--- config.mk ---
export PLATFORM = sky130hd
export DESIGN_NAME = apb_master
export DESIGN_NICKNAME = d
export VERILOG_FILES = /design/src/rtl/apb_pkg.sv /design/src/rtl/apb_master.sv
export SDC_FILE = /design/constraint.sdc
export NUM_CORES = 1
export LEC_CHECK = 0
export ABC_AREA = 1
export CAP_MARGIN = 20
export CORE_UTILIZATION = 40
export DETAILED_ROUTE_END_ITERATION = 8
export PLACE_DENSITY_LB_ADDON = 0.12
export SLEW_MARGIN = 10
export SYNTH_ARGS = -nofsm -noshare
export SYNTH_HDL_FRONTEND = slang
export SYNTH_SLANG_ARGS = --single-unit
--- constraint.sdc ---
create_clock -name pclk -period 1.8 [get_ports pclk]
set_input_delay 0.27 -clock pclk [delete_from_list [all_inputs] [get_ports pclk]]
set_output_delay 0.27 -clock pclk [all_outputs]
set_load 0.02 [all_outputs]
--- src/rtl/apb_pkg.sv ---
`default_nettype none
// ----------------------------------------------------------------------------
// apb_pkg : shared APB state types and constants for master and slave
// Rev 1.0
// ----------------------------------------------------------------------------
package apb_pkg;

  // Master transfer phases
  typedef enum logic [1:0] {
    IDLE   = 2'd0,
    SETUP  = 2'd1,
    ACCESS = 2'd2,
    RESP   = 2'd3
  } apb_mstate_e;

  // Existing slave's state type
  typedef enum logic [1:0] {
    SLV_IDLE = 2'd0,
    SLV_WAIT = 2'd1,
    SLV_DONE = 2'd2
  } apb_sstate_e;

  localparam int unsigned c_WAIT_W = 8;

endpackage
`default_nettype wire

--- src/rtl/apb_master.sv ---
`default_nettype none
// ----------------------------------------------------------------------------
// apb_master : single-outstanding APB master with valid/ready command and
//              response ports and a bounded pready wait
// Rev 1.0
// ----------------------------------------------------------------------------
module apb_master
  import apb_pkg::*;
#(
  parameter int ADDR_W  = 32,
  parameter int DATA_W  = 32,
  parameter int TIMEOUT = 16
) (
  input  logic              pclk,
  input  logic              presetn,
  input  logic              cmd_valid,
  output logic              cmd_ready,
  input  logic              cmd_write,
  input  logic [ADDR_W-1:0] cmd_addr,
  input  logic [DATA_W-1:0] cmd_wdata,
  output logic              rsp_valid,
  input  logic              rsp_ready,
  output logic [DATA_W-1:0] rsp_rdata,
  output logic              rsp_err,
  output logic              rsp_timeout,
  output logic              psel,
  output logic              penable,
  output logic              pwrite,
  output logic [ADDR_W-1:0] paddr,
  output logic [DATA_W-1:0] pwdata,
  input  logic [DATA_W-1:0] prdata,
  input  logic              pready,
  input  logic              pslverr
);

  localparam logic [c_WAIT_W-1:0] c_WAIT_LAST = c_WAIT_W'(TIMEOUT - 1);

  apb_mstate_e         r_state;
  logic [c_WAIT_W-1:0] r_wait;

  always_ff @(posedge pclk or negedge presetn) begin
    if (!presetn) begin
      r_state     <= IDLE;
      r_wait      <= '0;
      cmd_ready   <= 1'b0;
      rsp_valid   <= 1'b0;
      rsp_rdata   <= '0;
      rsp_err     <= 1'b0;
      rsp_timeout <= 1'b0;
      psel        <= 1'b0;
      penable     <= 1'b0;
      pwrite      <= 1'b0;
      paddr       <= '0;
      pwdata      <= '0;
    end else begin
      case (r_state)
        IDLE: begin
          cmd_ready <= 1'b1;
          if (cmd_valid && cmd_ready) begin
            // The APB address/control registers double as the command latch
            r_state   <= SETUP;
            cmd_ready <= 1'b0;
            psel      <= 1'b1;
            penable   <= 1'b0;
            pwrite    <= cmd_write;
            paddr     <= cmd_addr;
            pwdata    <= cmd_wdata;
          end
        end
        SETUP: begin
          r_state <= ACCESS;
          penable <= 1'b1;
          r_wait  <= '0;
        end
        ACCESS: begin
          // pready wins over an expiring wait count
          if (pready) begin
            r_state     <= RESP;
            psel        <= 1'b0;
            penable     <= 1'b0;
            rsp_valid   <= 1'b1;
            rsp_rdata   <= pwrite ? '0 : prdata;
            rsp_err     <= pslverr;
            rsp_timeout <= 1'b0;
          end else if (r_wait == c_WAIT_LAST) begin
            r_state     <= RESP;
            psel        <= 1'b0;
            penable     <= 1'b0;
            rsp_valid   <= 1'b1;
            rsp_rdata   <= '0;
            rsp_err     <= 1'b1;
            rsp_timeout <= 1'b1;
          end else begin
            r_wait <= r_wait + 1'b1;
          end
        end
        RESP: begin
          if (rsp_ready) begin
            r_state   <= IDLE;
            rsp_valid <= 1'b0;
            cmd_ready <= 1'b1;
          end
        end
        default: r_state <= IDLE;
      endcase
    end
  end

endmodule
`default_nettype wire

==> results.md, run 1 <==
- Status: finished, final reports clean
- WL/cell: 15.6 microns
- Clock Path Buffers: 2
- Setup crit end kind: output port
- Power density cells: 1810 nW/um^2
- Required time worst endpoint: 1530 ps
- Total track usage: 20.5%
- Htree depth: 4
- RSZ-0062 raised after global routing: no
- Leading cell type in the layout, fill and taps excluded: clkdlybuf4s50_1
- Largest net degree at the start of global routing: 39
- Antenna fix cells: 0
- Share of cells above drive strength 1: 17.9%
- Crit path launch type: flop
- CP max-delay cell: clkdlybuf4s50_1
- Initial antenna violation count: 0
- Synthesis warning total: 0
- Worst path max stage delay: 630 ps
- P_leak: 3.42 nW
- Core Region: 11400 sq um
- Most frequent cells in the layout: 203 x clkdlybuf4s50_1, 113 x dfrtp_1, 105 x nand2_1
- Final Hold Vio Count: 0
- Sink Count: 113
- Clk pin slew, worst setup/hold paths: 50 ps
- Number of synthesized register bits: 113
- Post-Synthesis Cells: 405
- Die area: 12100 sq um
- Routability congestion estimate: 0.800
- Grt total ovfl: 0
- Final period util: 93.1%
- Post-Syn Area per Cell: 11.5 sq um
- I/O Buffers: 205
- Place WS: 90.8 ps
- Delay-heaviest family, CP: buffers and inverters
- HPWL after DPL: 8670 microns
- Critical-path cell list: clkdlybuf4s50_1
- Routed via count: 3753
- Vias in the first global route: 3755
- Core Util, Final: 65.7%
- Synth top area share: 60.7%
- Clock period minus worst slack: 1680 ps
- Least-Margin Pin Slew: 382 ps
- Worst hold path type: input pin to asynchronous set/reset pin
- Worst reg2reg endpoint: pwdata[19]
- Maximum VDD drop: 0.951 mV
- DR DRC count: 0
- Worst rel slew slack: 74.5%
- Antenna viol nets, final: 0
- Drt initial violations: 170
- Area growth from synthesis to layout: 60.4%
- Number of core rows: 39
- Area of the mapped netlist: 4660 sq um
- Max-cap violation count: 0
- Nets: 730
- R2R Setup Slk: 210 ps
- Distinct cells, synth: 25
- FILL cells: 932
- Vias per inst: 4.84
- Peak Freq: 0.597 GHz
- Mapped Nets: 513
- Count of final max-slew check failures: 0
- Worst-path maximum fanout: 3
- FF-to-FF Start: r_state[0]
- Final TNS setup: 0 ps
- Global-route wire length before repair: 18400 microns
- Die Ht: 110 microns
- Total wire length: 12100 microns
- Root Buffer: clkbuf_16
- Arr. time, crit path: 1410 ps
- CP bufs+invs: 1
- Worst r2r path cells: 5
- Largest cells by area after synthesis: dfrtp_1 61%, mux2_2 16%, nand2_1 8.5%
- Io pins: 206
- Sequential fraction of the synthesis area: 60.7%
- TritonCTS clock tree: built
- Setup Viol. Count Final: 0
- Kind of critical path: flop to output port
- DIE WIDTH: 110 microns
- Pre-antenna DRT Iters: 4
- TritonCTS Buffers: 17
- Setup ws final: 125 ps
- Initial Util: 41.0%
- Worst-skew pair later-pin latency: 410 ps
- Skew final: 10.2 ps
- Top cell type by total area after synthesis: dfrtp_1
repair_timing:
action / in CTS / in global routing
endpoints found under the setup margin: 0 / 7
gates resized for setup: 0 / 2
hold buffers: 1 / 0
endpoints found under the hold margin: 24 / 0
buffers inserted: 0 / 0
how the worst max path moves through the flow:
stage	start	cells past startpoint	to
floorplan	r_state[0]	6	paddr[0]
global placement	r_state[0]	7	r_wait[5]
detailed placement	r_state[0]	7	r_wait[1]
CTS	cmd_ready	1	cmd_ready
global route	pwrite	1	pwrite
finish	rsp_valid	1	rsp_valid
per-stage QoR:
step	total power [mW]	hold WS [ps]	instances	instance area, sq um
2_1_floorplan	7.43	-25.6	405	4660
3_3_place_gp	10.3	216	745	6900
3_5_place_dp	10.4	217	745	6900
4_1_cts	13.7	327	775	7470
6_report	13.5	334	775	7470
5_1_grt	14.3	372	775	7470
synthesized netlist by cell type:
| cell type | n |
|---|---|
| dfrtp_1 | 113 |
| nand2_1 | 105 |
| mux2_2 | 65 |
| nand3_1 | 39 |
| inv_1 | 18 |
| nor2_1 | 16 |
| buf_6 | 7 |
| o21ai_0 | 7 |
| buf_2 | 5 |
| ha_1 | 5 |
| a21oi_1 | 3 |
| buf_1 | 3 |
| nand4_1 | 3 |
| buf_4 | 2 |
| nand2_2 | 2 |
| nor2_2 | 2 |
| nor2_4 | 2 |
| nand2_4 | 1 |
| nand3_2 | 1 |
| nor3_1 | 1 |
| o211ai_1 | 1 |
| o21ai_1 | 1 |
| o21bai_1 | 1 |
| o21bai_4 | 1 |
| xor2_1 | 1 |
layer usage:
layer	global-route usage, %	wire (microns)	vias up
li1	-	-	1776
met1	25.0	4890	1814
met2	32.6	5910	139
met3	7.53	992	24
met4	8.95	263	0
met5	0	0	-
flip-flops by register name, summed over array words and instances, names as in the netlist:
register,count
rsp_timeout,1
pwrite,1
rsp_rdata,32
r_wait,8
r_state,2
psel,1
pwdata,32
rsp_err,1
penable,1
rsp_valid,1
paddr,32
cmd_ready,1
where the power goes:
group | switching, mW | total, mW | internal, mW
logic | 2.96 | 6.08 | 3.12
clock network | 1.07 | 3.18 | 2.11
registers | 0.598 | 4.28 | 3.68
total | 4.63 | 13.5 | 8.90
cell families after synthesis:
kind of cell,count (synthesis),synth area share [%]
AOI/OAI and AO/OA,14,1.91
xor gates and xnor gates,1,0.188
adders and majority gates,5,1.34
buffers and inverters,35,4.24
DFF,113,60.7
muxes,65,15.7
and+or+nand+nor,172,15.9
area by class of cell:
cell class              count  area [sq um]  share of cell area (%)
clock buffers              22           474                    6.34
repair buffers            215          2190                    29.3
clock inverters             7          85.1                    1.14
multi-input cells         257          1650                    22.1
inverters                  18          67.6                   0.904
flip-flops and latches    113          2830                    37.8
well taps                 143           179                    2.39
(Power assumes the default switching activity.)
==> run 2: changes to the inputs <==
--- a/config.mk
+++ b/config.mk
@@ -7,7 +7,7 @@
 export LEC_CHECK = 0
 export ABC_AREA = 1
 export CAP_MARGIN = 20
-export CORE_UTILIZATION = 40
+export CORE_UTILIZATION = 42
 export DETAILED_ROUTE_END_ITERATION = 8
 export PLACE_DENSITY_LB_ADDON = 0.12
 export SLEW_MARGIN = 10
==> run 2 against run 1 <==
Against the previous run:
- sequential power barely moved
- sequential share of layout area shrank 0.34 points
- die area fell by 4.7%
- via count is 0.13% lower
- cell area rose by 0.90%
- clock skew down 4.5 ps
- first-iteration DRC count is 25% lower
- largest cell class unchanged
- critical path type unchanged
==> results.md, run 2 (synthesized netlist as in run 1, its figures left out) <==
- Status: finished, final reports clean
- Drt initial violations: 128
- Core Region: 10800 sq um
- Crit. path cell count: 1
- Worst hold path type: input pin to flop
- Htree depth: 4
- Core Util, Final: 69.6%
- Leading cell type in the layout, fill and taps excluded: clkdlybuf4s50_1
- Worst-skew pair later-pin latency: 510 ps
- Die Ht: 107 microns
- Vias in the first global route: 3959
- Die area: 11500 sq um
- I/O Buffers: 205
- Initial Util: 43.0%
- Root Buffer: clkbuf_8
- Arr. time, crit path: 1490 ps
- Power density cells: 1790 nW/um^2
- Largest net degree at the start of global routing: 40
- Kind of critical path: flop to output port
- Routability congestion estimate: 0.827
- CP max-delay cell: clkdlybuf4s50_1
- Number of core rows: 38
- Io pins: 206
- Clock power share: 24.0%
- Fin Hold WS: 290 ps
- RSZ-0062 raised after global routing: no
- Setup Viol. Count Final: 0
- Count of final max-slew check failures: 0
- Skew final: 5.74 ps
- Peak Freq: 0.569 GHz
- Required time worst endpoint: 1530 ps
- Crit path launch type: flop
- Sw frac: 34.2%
- Multi-input logic area: 1650 sq um
- TritonCTS clock tree: built
- Final period util: 97.7%
- Max-cap violation count: 0
- Pint: 8.87 mW
- Antenna fix cells: 0
- Critical-path cell list: clkdlybuf4s50_1
- Post-Layout Cell Count: 773
- Clock Path Buffers: 2
- Maximum VDD drop: 1.07 mV
- Worst-path maximum fanout: 2
- Sequential cell area: 2830 sq um
- WL/cell: 15.5 microns
- Initial antenna violation count: 0
- Flop pwr share: 31.7%
- DR DRC count: 0
- Sink Count: 113
- Cells after DPL: 742
- Share of cells above drive strength 1: 17.9%
- CP bufs+invs: 1
- Clock period minus worst slack: 1760 ps
- Area growth from synthesis to layout: 61.9%
- Vias per inst: 4.85
- Hold path cells: 3
- TritonCTS Buffers: 17
- Net switching power: 4.61 mW
- HPWL after DPL: 8680 microns
- Total track usage: 22.2%
- Setup crit end kind: output port
- Largest registers: paddr x32, pwdata x32, rsp_rdata x32
- DIE WIDTH: 107 microns
- Worst r2r path cells: 8
- P_leak: 3.77 nW
- Clk pin slew, worst setup/hold paths: 50 ps
- Gate power share: 44.3%
- Most frequent cells in the layout: 171 x clkdlybuf4s50_1, 113 x dfrtp_1, 105 x nand2_1
- Grt total ovfl: 0
- Total wire length: 12000 microns
- Pre-antenna DRT Iters: 4
- FILL cells: 812
- Global-route wire length before repair: 19300 microns
- Worst rel slew slack: 64.4%
- Worst path max stage delay: 630 ps
- Final Hold Vio Count: 0
- Nets: 730
- Routed via count: 3748
- Least-Margin Pin Slew: 533 ps
- Final TNS setup: 0 ps
- Antenna viol nets, final: 0
- Delay-heaviest family, CP: buffers and inverters
-- run 2: changes by cell type in the layout (fill, tap and decap cells not counted) --
| cell | previous run | this run |
|---|---|---|
| clkbuf_8 | 3 | 7 |
| dlygate4sd2_1 | 0 | 7 |
| dlymetal6s2s_1 | 1 | 26 |
| clkbuf_16 | 17 | 16 |
| ha_1 | 4 | 5 |
| clkdlybuf4s50_1 | 203 | 171 |
| ha_2 | 1 | 0 |
| clkinv_2 | 5 | 3 |
-- run 2: worst paths after layout --
path	startpoint	to	slack, ps
setup reg to reg	r_state[0]	r_wait[3]	160
hold / removal	prdata[15]	rsp_rdata[15]	290
setup / recovery	paddr[12]	paddr[12]	40
min in group asynchronous	presetn	r_wait[4]	310
hold reg to reg	psel	psel	490
max in group asynchronous	presetn	pwdata[0]	900
-- run 2: final cells by class --
class | instances | area share (%)
clock buffer | 25 | 6.69
timing repair buffer | 215 | 29.8
clock inverter | 5 | 0.995
inverter | 18 | 0.896
multi-input combinational | 257 | 21.8
tap | 140 | 2.32
sequential | 113 | 37.5
-- run 2: worst register-to-register path, stage by stage, from the launching register on --
cell     delay (ps)
dfrtp_1         410
inv_1            80
ha_1            280
buf_4           180
nor2_1          240
inv_1           110
nand2_1         150
nand2_1          70
nand2_1          60
-- run 2: timing repair --
action                                  in CTS  in global routing
setup buffers                                0                  0
cloned                                       0                  0
hold buffers                                 1                  0
gates resized for setup                      7                 26
endpoints found under the hold margin       37                  0
endpoints found under the setup margin       7                 26
-- run 2: stage by stage --
stage	total power, mW	area, sq um	setup slack, ps
6_report	13.5	7540	41.4
5_1_grt	14.3	7540	0.753
4_1_cts	13.7	7480	0.337
3_5_place_dp	10.4	6900	160
3_3_place_gp	10.3	6900	189
2_1_floorplan	7.43	4660	294
-- run 2: power groups by stage --
stage / combinational, mW / sequential, mW / clock [mW]
after detailed placement: 6.10 / 4.33 / 0
after global routing: 6.41 / 4.42 / 3.43
after CTS: 6.09 / 4.31 / 3.30
after global placement: 6.00 / 4.27 / 0
after floorplan: 1.84 / 5.58 / 0
final: 5.97 / 4.28 / 3.24
-- run 2: routing by layer --
layer  up-vias  global-route usage (%)  wire, microns
li1       1767                       -              -
met1      1786                    25.2           4740
met2       176                    36.8           5730
met3        19                    9.56           1320
met4         0                    8.90            204
met5         -                       0              0
